### config.mk
export PLATFORM = sky130hd
export DESIGN_NAME = seg7_decode_flat
export DESIGN_NICKNAME = d
export VERILOG_FILES = /design/src/rtl/seg7_decode_if.sv /design/src/rtl/seg7_decode.sv /design/src/flat_wrapper.sv
export SDC_FILE = /design/constraint.sdc
export NUM_CORES = 1
export LEC_CHECK = 0
export BUFFER_PORTS_ARGS = -buffer_cell sky130_fd_sc_hd__buf_2
export CORE_ASPECT_RATIO = 0.8
export CORE_MARGIN = 2
export CORE_UTILIZATION = 45
export DETAILED_ROUTE_END_ITERATION = 8
export PLACE_DENSITY = 0.65
export SLEW_MARGIN = 15
export SYNTH_ARGS = -nofsm -noshare
export SYNTH_HDL_FRONTEND = slang
export SYNTH_SLANG_ARGS = --single-unit
### constraint.sdc
create_clock -name clk -period 4.05 [get_ports clk]
set_clock_uncertainty 0.05 [all_clocks]
set_input_delay 0.405 -clock clk [delete_from_list [all_inputs] [get_ports clk]]
set_output_delay 0.405 -clock clk [all_outputs]
set_load 0.02 [all_outputs]
### src/rtl/seg7_decode_if.sv
`default_nettype none
// ============================================================================
// Module   : seg7_decode_if
// Purpose  : Bundles the segment input, digit handshake and word/status
//            outputs of seg7_decode into one interface.
// Signals  : seg_in[6:0]  active-low segments, [6]=a .. [0]=g
//            seg_valid    seg_in meaningful this cycle
//            digit[3:0]   decoded hex value
//            digit_valid  digit holds an unconsumed value
//            digit_ready  consumer accepts digit
//            word[15:0]   consumed digits, newest in [3:0]
//            word_valid   one-cycle pulse when a full word is collected
//            err          one-cycle pulse on acceptance of an illegal pattern
//            overrun      sticky: a legal digit was dropped
// Modports : master = producer/consumer side, slave = seg7_decode
// Revision : 1.0 - initial release
// ============================================================================
interface seg7_decode_if;
  logic [6:0]  seg_in;
  logic        seg_valid;
  logic [3:0]  digit;
  logic        digit_valid;
  logic        digit_ready;
  logic [15:0] word;
  logic        word_valid;
  logic        err;
  logic        overrun;

  modport master (
    output seg_in, seg_valid, digit_ready,
    input  digit, digit_valid, word, word_valid, err, overrun
  );

  modport slave (
    input  seg_in, seg_valid, digit_ready,
    output digit, digit_valid, word, word_valid, err, overrun
  );
endinterface
`default_nettype wire

### src/rtl/seg7_decode.sv
`default_nettype none
// ============================================================================
// Module   : seg7_decode
// Purpose  : Debounces a 7-segment pattern stream, decodes accepted patterns
//            to hex digits, offers them on a valid/ready handshake and
//            assembles consumed digits into a 16-bit word.
// Ports    : clk    - clock, rising edge
//            rst_n  - asynchronous active-low reset
//            bus    - seg7_decode_if.slave (segment input, digit handshake,
//                     word, err, overrun)
// Params   : STABLE_CYCLES (1..255) identical valid samples to accept
//            WORD_DIGITS   (1..4)   consumed digits per word_valid pulse
// Options  : SEG7_DECODE_ALT_GLYPH_EN - also decode 0001101 as 7 and
//            0001100 as 9 (illegal otherwise)
// Revision : 1.0 - initial release
// ============================================================================
module seg7_decode #(
  parameter int STABLE_CYCLES = 4,
  parameter int WORD_DIGITS   = 4
) (
  input  logic          clk,
  input  logic          rst_n,
  seg7_decode_if.slave  bus
);

  localparam logic [6:0] c_BLANK  = 7'b1111111;
  localparam logic [7:0] c_STABLE = 8'(STABLE_CYCLES);
  localparam logic [2:0] c_WORDN  = 3'(WORD_DIGITS);

  typedef enum logic [1:0] {
    S_IDLE   = 2'd0,
    S_TRACK  = 2'd1,
    S_LOCKED = 2'd2
  } state_t;

  state_t      r_state, w_state_nxt;
  logic [6:0]  r_cand,  w_cand_nxt;
  logic [7:0]  r_count, w_count_nxt;
  logic [7:0]  w_count_inc;
  logic        w_sample_ok;
  logic        w_same;
  logic        w_accept;
  logic [4:0]  w_dec;
  logic        w_legal;
  logic [3:0]  w_value;
  logic        w_hs;

  logic [3:0]  r_digit;
  logic        r_digit_valid;
  logic [15:0] r_word;
  logic [2:0]  r_wcnt;
  logic        r_word_valid;
  logic        r_err;
  logic        r_overrun;

  // {legal, value}; anything not listed is illegal
  function automatic logic [4:0] f_decode(input logic [6:0] p);
    logic [4:0] r;
    r = 5'b0_0000;
    case (p)
      7'b0000001: r = 5'h10;
      7'b1001111: r = 5'h11;
      7'b0010010: r = 5'h12;
      7'b0000110: r = 5'h13;
      7'b1001100: r = 5'h14;
      7'b0100100: r = 5'h15;
      7'b0100000: r = 5'h16;
      7'b0001111: r = 5'h17;
      7'b0000000: r = 5'h18;
      7'b0000100: r = 5'h19;
      7'b0001000: r = 5'h1A;
      7'b1100000: r = 5'h1B;
      7'b0110001: r = 5'h1C;
      7'b1000010: r = 5'h1D;
      7'b0110000: r = 5'h1E;
      7'b0111000: r = 5'h1F;
`ifdef SEG7_DECODE_ALT_GLYPH_EN
      7'b0001101: r = 5'h17;
      7'b0001100: r = 5'h19;
`endif
      default:    r = 5'h00;
    endcase
    return r;
  endfunction

  assign w_sample_ok = bus.seg_valid && (bus.seg_in != c_BLANK);
  assign w_same      = (bus.seg_in == r_cand);
  assign w_count_inc = r_count + 8'd1;
  assign w_dec       = f_decode(bus.seg_in);
  assign w_legal     = w_dec[4];
  assign w_value     = w_dec[3:0];
  assign w_hs        = r_digit_valid && bus.digit_ready;

  // ---------------------------------------------------------------- filter
  always_ff @(posedge clk or negedge rst_n) begin
    if (!rst_n) begin
      r_state <= S_IDLE;
      r_cand  <= 7'd0;
      r_count <= 8'd0;
    end else begin
      r_state <= w_state_nxt;
      r_cand  <= w_cand_nxt;
      r_count <= w_count_nxt;
    end
  end

  always_comb begin
    w_state_nxt = r_state;
    w_cand_nxt  = r_cand;
    w_count_nxt = r_count;
    w_accept    = 1'b0;
    if (!w_sample_ok) begin
      w_state_nxt = S_IDLE;
      w_count_nxt = 8'd0;
    end else begin
      case (r_state)
        S_TRACK: begin
          if (w_same) begin
            w_count_nxt = w_count_inc;
            if (w_count_inc == c_STABLE) begin
              w_accept    = 1'b1;
              w_state_nxt = S_LOCKED;
            end
          end else begin
            w_cand_nxt  = bus.seg_in;
            w_count_nxt = 8'd1;
            w_accept    = (c_STABLE == 8'd1);
            w_state_nxt = (c_STABLE == 8'd1) ? S_LOCKED : S_TRACK;
          end
        end
        S_LOCKED: begin
          if (!w_same) begin
            w_cand_nxt  = bus.seg_in;
            w_count_nxt = 8'd1;
            w_accept    = (c_STABLE == 8'd1);
            w_state_nxt = (c_STABLE == 8'd1) ? S_LOCKED : S_TRACK;
          end
        end
        default: begin
          // IDLE: a fresh candidate; a single required sample accepts at once
          w_cand_nxt  = bus.seg_in;
          w_count_nxt = 8'd1;
          w_accept    = (c_STABLE == 8'd1);
          w_state_nxt = (c_STABLE == 8'd1) ? S_LOCKED : S_TRACK;
        end
      endcase
    end
  end

  // ------------------------------------------------- digit, word and status
  always_ff @(posedge clk or negedge rst_n) begin
    if (!rst_n) begin
      r_digit       <= 4'd0;
      r_digit_valid <= 1'b0;
      r_word        <= 16'd0;
      r_wcnt        <= 3'd0;
      r_word_valid  <= 1'b0;
      r_err         <= 1'b0;
      r_overrun     <= 1'b0;
    end else begin
      r_err        <= w_accept && !w_legal;
      r_word_valid <= 1'b0;

      // A new acceptance may replace the digit only if the slot is free or
      // being consumed on this same edge; otherwise it is dropped.
      if (w_accept && w_legal) begin
        if (!r_digit_valid || bus.digit_ready) begin
          r_digit       <= w_value;
          r_digit_valid <= 1'b1;
        end else begin
          r_overrun <= 1'b1;
        end
      end else if (w_hs) begin
        r_digit_valid <= 1'b0;
      end

      if (w_hs) begin
        r_word <= {r_word[11:0], r_digit};
        if (r_wcnt + 3'd1 == c_WORDN) begin
          r_wcnt       <= 3'd0;
          r_word_valid <= 1'b1;
        end else begin
          r_wcnt <= r_wcnt + 3'd1;
        end
      end
    end
  end

  assign bus.digit       = r_digit;
  assign bus.digit_valid = r_digit_valid;
  assign bus.word        = r_word;
  assign bus.word_valid  = r_word_valid;
  assign bus.err         = r_err;
  assign bus.overrun     = r_overrun;

endmodule
`default_nettype wire

### src/flat_wrapper.sv
// flat-port wrapper written by rule: the top's interface ports become plain ports
module seg7_decode_flat 
#(
  parameter int STABLE_CYCLES = 4,
  parameter int WORD_DIGITS   = 4
)
  (clk, rst_n, bus_seg_in, bus_seg_valid, bus_digit_ready, bus_digit, bus_digit_valid, bus_word, bus_word_valid, bus_err, bus_overrun);
  seg7_decode_if bus_i ();
  input  logic clk;
  input  logic rst_n;
  input wire logic [$bits(bus_i.seg_in)-1:0] bus_seg_in;
  input wire logic [$bits(bus_i.seg_valid)-1:0] bus_seg_valid;
  input wire logic [$bits(bus_i.digit_ready)-1:0] bus_digit_ready;
  output wire logic [$bits(bus_i.digit)-1:0] bus_digit;
  output wire logic [$bits(bus_i.digit_valid)-1:0] bus_digit_valid;
  output wire logic [$bits(bus_i.word)-1:0] bus_word;
  output wire logic [$bits(bus_i.word_valid)-1:0] bus_word_valid;
  output wire logic [$bits(bus_i.err)-1:0] bus_err;
  output wire logic [$bits(bus_i.overrun)-1:0] bus_overrun;
  assign bus_i.seg_in = bus_seg_in;
  assign bus_i.seg_valid = bus_seg_valid;
  assign bus_i.digit_ready = bus_digit_ready;
  assign bus_digit = bus_i.digit;
  assign bus_digit_valid = bus_i.digit_valid;
  assign bus_word = bus_i.word;
  assign bus_word_valid = bus_i.word_valid;
  assign bus_err = bus_i.err;
  assign bus_overrun = bus_i.overrun;
  seg7_decode #(.STABLE_CYCLES(STABLE_CYCLES), .WORD_DIGITS(WORD_DIGITS)) u_core (.clk(clk), .rst_n(rst_n), .bus(bus_i));
endmodule
Word-level counts from Yosys, hierarchy flattened --
Cells that the tools add are included.
Word-level totals: flip-flop bits (word level) 44, latch bits 0, memory bits (writable) 0, ROM bits 0, input port bits 11, output and inout bits 24, memories kept 0
Operators by class: add/sub/neg operators 2, multipliers 0, divide/modulo/power cells 0, $lt $le $gt $ge 0, eq/ne operators 25, shift-type cells 0, multiplexer cells 22, bitwise gates (word level) 1, reduce and logical (&&, ||, !) cells 15
Operator list (count):
- $pmux W5 S16 | 1
- $eq A7 B6 Y1 const B | 5
- $eq A7 B7 Y1 const B | 4
- $mux W8 | 3
- $pmux W8 S2 | 1
- $eq A7 B3 Y1 const B | 2
- $eq A7 B4 Y1 const B | 2
- $mux W7 | 2
- $reduce_and A2 Y1 | 5
- $mux W1 | 9
- $add A8 B1 Y8 const B | 1
- $eq A8 B3 Y1 const B | 1
- $mux W2 | 4
- $eq A7 B1 Y1 const B | 1
- $eq A7 B5 Y1 const B | 1
- $eq A7 B7 Y1 | 1
- $logic_not A7 Y1 | 1
- $ne A7 B7 Y1 const B | 1
- $logic_and A1 B1 Y1 | 4
- $ne A2 B2 Y1 const B | 2
- $ne A4 B4 Y1 const B | 1
- $pmux W2 S2 | 1
- $add A3 B1 Y3 const B | 1
- $eq A3 B3 Y1 const B | 1
- other kinds (9) | 10

Logic depth before layout (Yosys ltp) --
Gate-level depths: netlist of the first run.
depth in word-level cells 9, mapped depth 8, mapped depth without buffers 8

Worst setup path before layout of the first run --
OpenSTA, ideal clock, no wires.
path type register to register, start point reg u_core.r_count[0], end point reg u_core.r_digit[0], in the netlist u_core.bus.digit[0], arrival time 2.062 ns, data required time 3.872 ns, setup slack 1.811 ns, cell stages (with the launch flop) 7, path buffers 0, period minus slack after synthesis 2.239 ns, path through dfrtp_1 -> ha_1 -> or4b_1 -> nor4_2 -> nand3_1 -> a221oi_4 -> mux2_1
On the way: cells in the longest elaborated chain, start to end 8
RTL lines:
- start: declaration | RTL line seg7_decode.sv:38 | logic [7:0] r_count, w_count_nxt;
- start signal: assignment | RTL line seg7_decode.sv:103 | r_count <= w_count_nxt;
- $add A8 B1 Y8 | RTL line seg7_decode.sv:88 | assign w_count_inc = r_count + 8'd1;
- $eq A8 B3 Y1 | RTL line seg7_decode.sv:120 | if (w_count_inc == c_STABLE) begin
- $mux W1 | RTL line seg7_decode.sv:120
- $mux W1 | RTL line seg7_decode.sv:118 | if (w_same) begin
- $mux W1
- $mux W1 | RTL line seg7_decode.sv:112 | if (!w_sample_ok) begin
- $logic_and A1 B1 Y1 | RTL line seg7_decode.sv:166 | if (w_accept && w_legal) begin
- $reduce_and A2 Y1 (no source line)
- end signal: assignment | RTL line seg7_decode.sv:168 | r_digit <= w_value;
- end: declaration | RTL line seg7_decode.sv:48 | logic [3:0] r_digit;
Every way passes these cells. A chain may end at the register's enable or synchronous reset.

Final worst setup path of the first run --
start point reg u_core.r_count[0], end point reg u_core.r_digit[2], in the netlist u_core.bus.digit[2]
Same word-level chain as after synthesis.

==> reports/summary.md, run 1 <==
The flow ran to the end, and the final reports show no timing, DRC or antenna violations. The delay of the slowest cell on the worst path was 470 ps; the minimum clock period after layout was 2440 ps. Hold repair after CTS inserted 0 buffers. Max-cap violations in this run came to 0.

The average instance in the mapped netlist occupies 10.7 sq um. The sequential cells in the finished layout cover a total of 1100 sq um. The die covers 5890 sq um. In this run the standard cell core region covers 5060 sq um. The area of combinational cells with multiple inputs is 1200 sq um, and the final non-filler cell total is 315.

The logs give 44 for the count of clock tree sinks and 0 for the remaining antenna violation count after routing. For the met3 routed wirelength, the log shows 307 microns. After detailed routing, the wire length on met1 is 2290 microns. Static timing analysis puts the maximum clock frequency at 410 MHz. Compared with the post-synthesis result, the final layout area differs by 13.0%. Most frequently used cell type in the post-synthesis netlist: sky130_fd_sc_hd__dfrtp_1.

The tools report the count of unique library cells instantiated by Yosys as 59. The final count of pins violating max slew is 0. Yosys mapped a number of flops with a built-in enable equal to 0. The aggregate global-route resource usage was 0.170.

The highest layer touched by signal routing is met4. The peak fanout along the critical path works out to 6. After synthesis, the cell types taking the most area are sky130_fd_sc_hd__dfrtp_1, sky130_fd_sc_hd__mux2_2, sky130_fd_sc_hd__xnor2_1.

The setup check on the worst reg-to-reg path leaves a slack of 1610 ps. During synthesis, Yosys emitted a total of 0 warnings. The async set-or-reset flop fraction in the synthesized netlist works out to 1.00. The buffer type at the clock tree root was sky130_fd_sc_hd__clkbuf_8. Dividing the detail-routed via count by the number of cells gives 5.68. The row count was 23; the post-detailed-route wirelength per cell was 14.6 microns.

The biggest area contributor in the post-synthesis netlist is sky130_fd_sc_hd__dfrtp_1. The critical path goes through ha_1, or4b_1, nor4_2, nand3_1, a221oi_4, mux2_1. The run gives 222 as the number of instances in the synthesized netlist. Ranked by instance count, the synthesized netlist is headed by sky130_fd_sc_hd__dfrtp_1, sky130_fd_sc_hd__mux2_2, sky130_fd_sc_hd__nand2_1, sky130_fd_sc_hd__nor2_1, sky130_fd_sc_hd__xnor2_1. Entering global routing, the biggest net connects 45 pins. The run gives 2 as the CTS H-tree depth.

Buffers inserted during clock tree synthesis total 5. Number of diodes added for antenna fixing: 0. Adding up every negative setup slack in the final design gives 0 ps.

Counting the fill cells in the layout gives 456. TritonCTS built the clock tree. The run gives 1,788 as the routed via count. In this run the horizontal extent of the chip is 85.3 microns. The first global-routing pass estimated 8120 microns of wire. The half-perimeter wire length after detailed placement is 3160 microns. The logs give 0.470 for the effective utilization at floorplan and 0 for the count of buffers added by post-CTS timing repair for setup. The critical path is of the flop to flop type. For the number of nets in the final layout, the log shows 268. For the pin with the worst max-slew slack, the measured transition is 951 ps. The total of flip-flops plus latches after synthesis was 44.

Input and output buffers added on the ports amount to 34. The via count of the first global-routing pass is 1,689. The number of placed instances, taps included, is 307.

The kind of start point of the critical path was a flop. Final number of setup-violating endpoints: 0. The total overflow left after global routing is 0.

The first detailed-routing pass ran for 4 iterations. Gates resized during post-CTS repair numbered 0. The most used flip-flop cell after synthesis is sky130_fd_sc_hd__dfrtp_1. The tools report the wire length on met2 as 1910 microns. Master of the slowest instance on the critical path: sky130_fd_sc_hd__or4b_1.

The tools report the clock latency on the worst-skew pair as 300 ps. The top-level I/O count was 35; the leakage component of the power was 1.27 nW. The category of the worst setup path capture point is a flop.

IR analysis of the VDD net gives a maximum drop of 0.000235 V. The worst path arrival time was 2580 ps. The tools report the final count of hold timing violations as 0. The tools report the final estimated routing congestion in global placement as 0.776.

For the sequential-to-total area share from yosys stat, the log shows 0.463. For this run, design rule violations remaining after detail routing come to 0. The share of the synthesized area in the top cell type works out to 0.463. The mapped netlist covers 2380 sq um. Synthesis produced a netlist with a net count of 238.

The final layout contains routed wiring with a total length of 4590 microns. The die is 69.0 microns tall. The headroom to the max-slew limit is 0.366. The clock slew at the register clock pins of the worst setup and hold paths is 90 ps.

Setup repair after global routing left no endpoint under its margin. Initial antenna violation count: 0. In this run, the number of DRC markers left after iteration 0 of detailed routing was 52. The share of the clock period used by the worst path after layout works out to 0.602. For the worst setup path, the data required time is 4190 ps. The min-delay analysis places its worst path in the category primary input to async pin. Fraction of final layout cells sized beyond drive strength 1: 0.304.

Dividing total power by cell area gives a power density of 332 nW/um^2. No sink is reached through more buffers than the 2 on the longest clock path.
-- registers in the layout, indices dropped and copies added, names as in the netlist --
| name | cells |
|---|---|
| u_core.bus.digit | 4 |
| u_core.bus.digit_valid | 1 |
| u_core.bus.err | 1 |
| u_core.bus.overrun | 1 |
| u_core.bus.word | 16 |
| u_core.bus.word_valid | 1 |
| u_core.r_cand | 7 |
| u_core.r_count | 8 |
| u_core.r_state | 2 |
| u_core.r_wcnt | 3 |
-- metrics by stage --
step / area (sq um) / hold WS [ps] / setup slack (ps) / power, W / utilization
after floorplan: 2380 / 59.4 / 1810 / 0.000519 / -
after global placement: 2570 / 433 / 1600 / 0.000543 / 0.507
after detailed placement: 2570 / 442 / 1590 / 0.000544 / 0.507
after CTS: 2690 / 242 / 1600 / 0.000904 / 0.531
after global routing: 2690 / 288 / 1370 / 0.000933 / 0.531
final: 2690 / 194 / 1610 / 0.000892 / 0.531
-- routing by layer --
metal / GRT usage / vias up
met5: 0 / -
met4: 0.0617 / 0
met3: 0.0455 / 9
met2: 0.237 / 60
met1: 0.253 / 853
li1: - / 866
-- worst max-delay path, delay by kind of cell (launching register included) --
kind / cells / cell delay [ps]
flip-flops: 1 / 420
AO/OA/AOI/OAI: 1 / 290
AND/OR/NAND/NOR: 3 / 940
multiplexers: 1 / 350
adder cells (fa/ha/maj): 1 / 280
-- power breakdown --
part | leakage [nW] | switching [W] | internal (W)
Clock | 0.0614 | 0.000156 | 0.000202
Sequential | 0.595 | 0.00000681 | 0.000447
Combinational | 0.610 | 0.0000495 | 0.0000312
-- final cells by class --
class,count,area share
Multi-Input combinational cell,161,0.445
Inverter,6,0.00838
Clock inverter,2,0.0144
Clock buffer,6,0.0307
Tap cell,62,0.0289
Timing Repair Buffer,34,0.0633
Sequential cell,44,0.409
-- worst paths after layout --
path | start | to | cells after the start
worst min register to register | u_core.bus.overrun | u_core.bus.overrun | 1
worst max-delay path | u_core.r_count[0] | u_core.bus.digit[2] | 6
worst max register to register | u_core.r_count[0] | u_core.bus.digit[2] | 6
min in group clk | bus_seg_valid | u_core.r_state[0] | 3
worst min-delay path | rst_n | u_core.bus.word[10] | 1
max in group asynchronous | rst_n | u_core.r_count[1] | 1
-- cell families (layout without fill, tap and decap cells) --
| group | count (synthesis) | in the layout | share of synthesized area |
|---|---|---|---|
| AO/OA/AOI/OAI | 48 | 48 | 0.149 |
| XOR/XNOR | 12 | 12 | 0.0473 |
| adder cells (fa/ha/maj) | 5 | 5 | 0.0263 |
| buffers and inverters | 17 | 48 | 0.0347 |
| flip-flops | 44 | 44 | 0.463 |
| multiplexers | 26 | 26 | 0.123 |
| AND/OR/NAND/NOR | 70 | 70 | 0.158 |
-- cells in the final DEF, fill, tap and decap left out, types with 2 or more instances in the layout --
cell                       Yosys  layout
sky130_fd_sc_hd__o21ai_0       8       8
sky130_fd_sc_hd__o21ai_1       2       2
sky130_fd_sc_hd__buf_2         3      34
sky130_fd_sc_hd__inv_1         5       5
sky130_fd_sc_hd__nor3_1        5       5
sky130_fd_sc_hd__nand2_1      18      18
sky130_fd_sc_hd__a21o_1        2       2
sky130_fd_sc_hd__a21oi_1       9       9
sky130_fd_sc_hd__mux2_2       23      23
sky130_fd_sc_hd__nor4_1        2       2
sky130_fd_sc_hd__a31oi_1       2       2
sky130_fd_sc_hd__nor2_1       17      17
sky130_fd_sc_hd__o22ai_1       3       3
sky130_fd_sc_hd__nor2b_1       5       5
sky130_fd_sc_hd__nand3_1       4       4
sky130_fd_sc_hd__mux2_1        2       2
sky130_fd_sc_hd__dfrtp_1      44      44
sky130_fd_sc_hd__ha_1          5       5
sky130_fd_sc_hd__a211oi_1      3       3
sky130_fd_sc_hd__clkbuf_8      0       6
sky130_fd_sc_hd__xnor2_1      10      10
sky130_fd_sc_hd__nand4_1       5       5
sky130_fd_sc_hd__a22oi_1       3       3
(Power assumes the default switching activity.)
==> run 2, diff against run 1 <==
- PLACE_DENSITY: 0.65 -> 0.68
- clock period: 4.05 -> 2.1 ns (I/O delays scaled with it)
==> reports/summary.md, run 2 (synthesis gave the netlist of run 1 again) <==
Along the worst hold path, the cell count comes to 2. For the worst-case vdd ir drop, the log shows 0.000469 V. Setup repair after global routing could not meet its margin everywhere.

The data required time at the worst endpoint was 2240 ps. At the pin with the least slew margin, the transition time is 559 ps. The tools report the effective utilization at floorplan as 0.470. Row generation in the floorplan step produced 23 rows.

The number of buffers inserted during clock tree synthesis was 5. The reported max-cap violation count came out at 0. The largest individual stage delay along the critical path comes from the cell sky130_fd_sc_hd__or4b_4.

The overall overflow remaining after global route is 0. The final reports fail on negative setup slack. Initial antenna violation count: 0. No sink is reached through more buffers than the 2 on the longest clock path.

The run gives 0 as the final count of hold timing violations. The H-tree was split into 2 levels. The final wirelength is 5200 microns, and the number of nets in the final layout is 305. The width of the die is 85.3 microns. The minimum clock period after layout is 2190 ps.

The area added between synthesis and finish is 26.9%. The class of the tightest hold or removal check was primary input to flop. The logs give 0.185 for the aggregate global-route resource usage and -326 ps for the final setup TNS. The final count of pins violating max slew was 0; the remaining antenna violation count after routing was 0.

The tools report the headroom to the max-slew limit as 0.625. The post-detailed-route wirelength per cell was 14.8 microns; the fraction of final layout cells sized beyond drive strength 1 was 0.424. The top-level I/O count came out at 35. STA classifies the critical path endpoint as a flop. The final core utilization was 0.596; the clock slew at the register clock pins of the worst setup and hold paths was 90 ps.

In this run the clock root is driven by a sky130_fd_sc_hd__clkbuf_8. Clock latency on the worst-skew pair: 310 ps. Entering global routing, the biggest net connects 45 pins. The congestion estimate from routability-driven global placement came to 0.847. STA classifies the critical path startpoint as a flop. After floorplanning, the core was sized to cover 5060 sq um. Clock tree synthesis found a total of 44 sinks. After detailed routing, the number of vias per cell comes to 5.48.

The flow ran to the end, but the final reports show violations. 0 antenna diodes ended up in the layout. The placed cell count is 338. The run gives 457 MHz as the maximum achievable frequency. In this run the critical register-to-register path is launched from u_core.r_count[1]. The final non-filler cell total was 352.

After detailed routing, the number of remaining DRC violations is 0. In the layout the commonest cells are sky130_fd_sc_hd__dfrtp_1, sky130_fd_sc_hd__buf_4, sky130_fd_sc_hd__buf_2. For this run, the slowest stage of the critical path takes 470 ps. Dividing total power by cell area gives a power density of 543 nW/um^2. Setup violations remaining at the end of the flow were counted as 4.

For this block, the initial DRC count from the detailed router was 76. TritonCTS built the clock tree. The critical path is of the flop to flop type.

The first detailed-routing pass took 4 iterations. For the worst path arrival time, the log shows 2320 ps. The terminus of the critical flop-to-flop path is u_core.bus.digit[1]. The die area was 5890 sq um; the register-to-register path setup slack was -90 ps.

The via count of the first global-routing pass was 1,813. Along the worst path, the maximum fanout reaches 2. The first-pass GRT wire length is 8750 microns.

The routed via count is 1,928, and the number of flip-flops in the largest register is 16. The share of the clock period used by the worst path after layout is 1.04, and the die span in y is 69.0 microns. The setup slack of the critical path after layout is -88.0 ps.

For hold timing, the worst endpoint is u_core.r_cand[6]. The number of cells on the worst reg-to-reg path is 7. Number of port buffers: 34. Leakage component of the power: 1.44 nW. The HPWL after detailed placement is 3650 microns. The tools report the critical hold path startpoint as bus_seg_in[6]. Traced cell by cell, the critical path runs through ha_2, or4b_4, nor4_4, buf_4, nand4_1, a2111oi_4, a2bb2oi_2. Leaving out fill and tap cells, the most frequent cell in the layout is sky130_fd_sc_hd__dfrtp_1.
==> run 2: cell count changes in the layout (fill, tap and decap cells not counted), moves of 2 or more <==
cell,previous run,this run
sky130_fd_sc_hd__o21ai_0,8,6
sky130_fd_sc_hd__mux2_4,0,2
sky130_fd_sc_hd__buf_4,0,35
sky130_fd_sc_hd__clkinvlp_4,0,2
sky130_fd_sc_hd__mux2_1,2,0
==> run 2: cell type report <==
class	count	area, sq um
fill	445	2040
multi-input combinational	161	1260
sequential	44	1100
timing repair buffer	71	463
clock buffer	6	82.6
tap	62	77.6
inverter	6	22.5
clock inverter	2	15.0
==> run 2: per-stage QoR <==
| step | setup WS (ps) | total power, W | hold slack, ps | instance area, sq um |
|---|---|---|---|---|
| floorplan | -131 | 0.00100 | -136 | 2380 |
| global placement | -11.5 | 0.00108 | 275 | 2820 |
| detailed placement | -166 | 0.00108 | 271 | 2820 |
| CTS | -51.2 | 0.00165 | 164 | 2950 |
| global route | -179 | 0.00170 | 167 | 3020 |
| finish | -88.0 | 0.00164 | 178 | 3020 |
==> run 2: critical path, delay by kind of cell, from the launching register on <==
kind	cells	cell delay, ps
DFF	1	380
and+or+nand+nor	3	930
adders and majority gates	1	180
buffers and inverters	1	160
AOI/OAI and AO/OA	2	380
==> run 2: worst max path at each step <==
stage               depth (start not counted)              start                  end
floorplan                                   6  u_core.r_count[0]  u_core.bus.digit[0]
global placement                            7  u_core.r_count[0]  u_core.bus.digit[1]
detailed placement                          7  u_core.r_count[1]  u_core.bus.digit[1]
CTS                                         6  u_core.r_count[1]  u_core.bus.digit[0]
global route                                7  u_core.r_count[1]  u_core.bus.digit[1]
finish                                      7  u_core.r_count[1]  u_core.bus.digit[1]
==> run 2: report_power, final <==
group | total, W | switching [W] | internal, W | leakage [nW]
clock network | 0.000568 | 0.000302 | 0.000266 | 0.0434
logic | 0.000196 | 0.000107 | 0.0000886 | 0.801
registers | 0.000874 | 0.0000117 | 0.000863 | 0.595
total | 0.00164 | 0.000421 | 0.00122 | 1.44
==> run 2: layer usage <==
metal	vias to the layer above	GRT usage	wire, microns
li1	944	-	-
met1	894	0.281	2500
met2	80	0.261	2240
met3	10	0.0407	381
met4	0	0.0582	80
met5	-	0	0
==> run 2: repair_timing <==
action                                  CTS  global route
hold buffers                              1             0
hold endpoints to repair                 44             0
buffers inserted                          1             4
pin swaps                                 1             6
gates resized for setup                   5             9
cloned                                    0             0
endpoints found under the setup margin    3             4
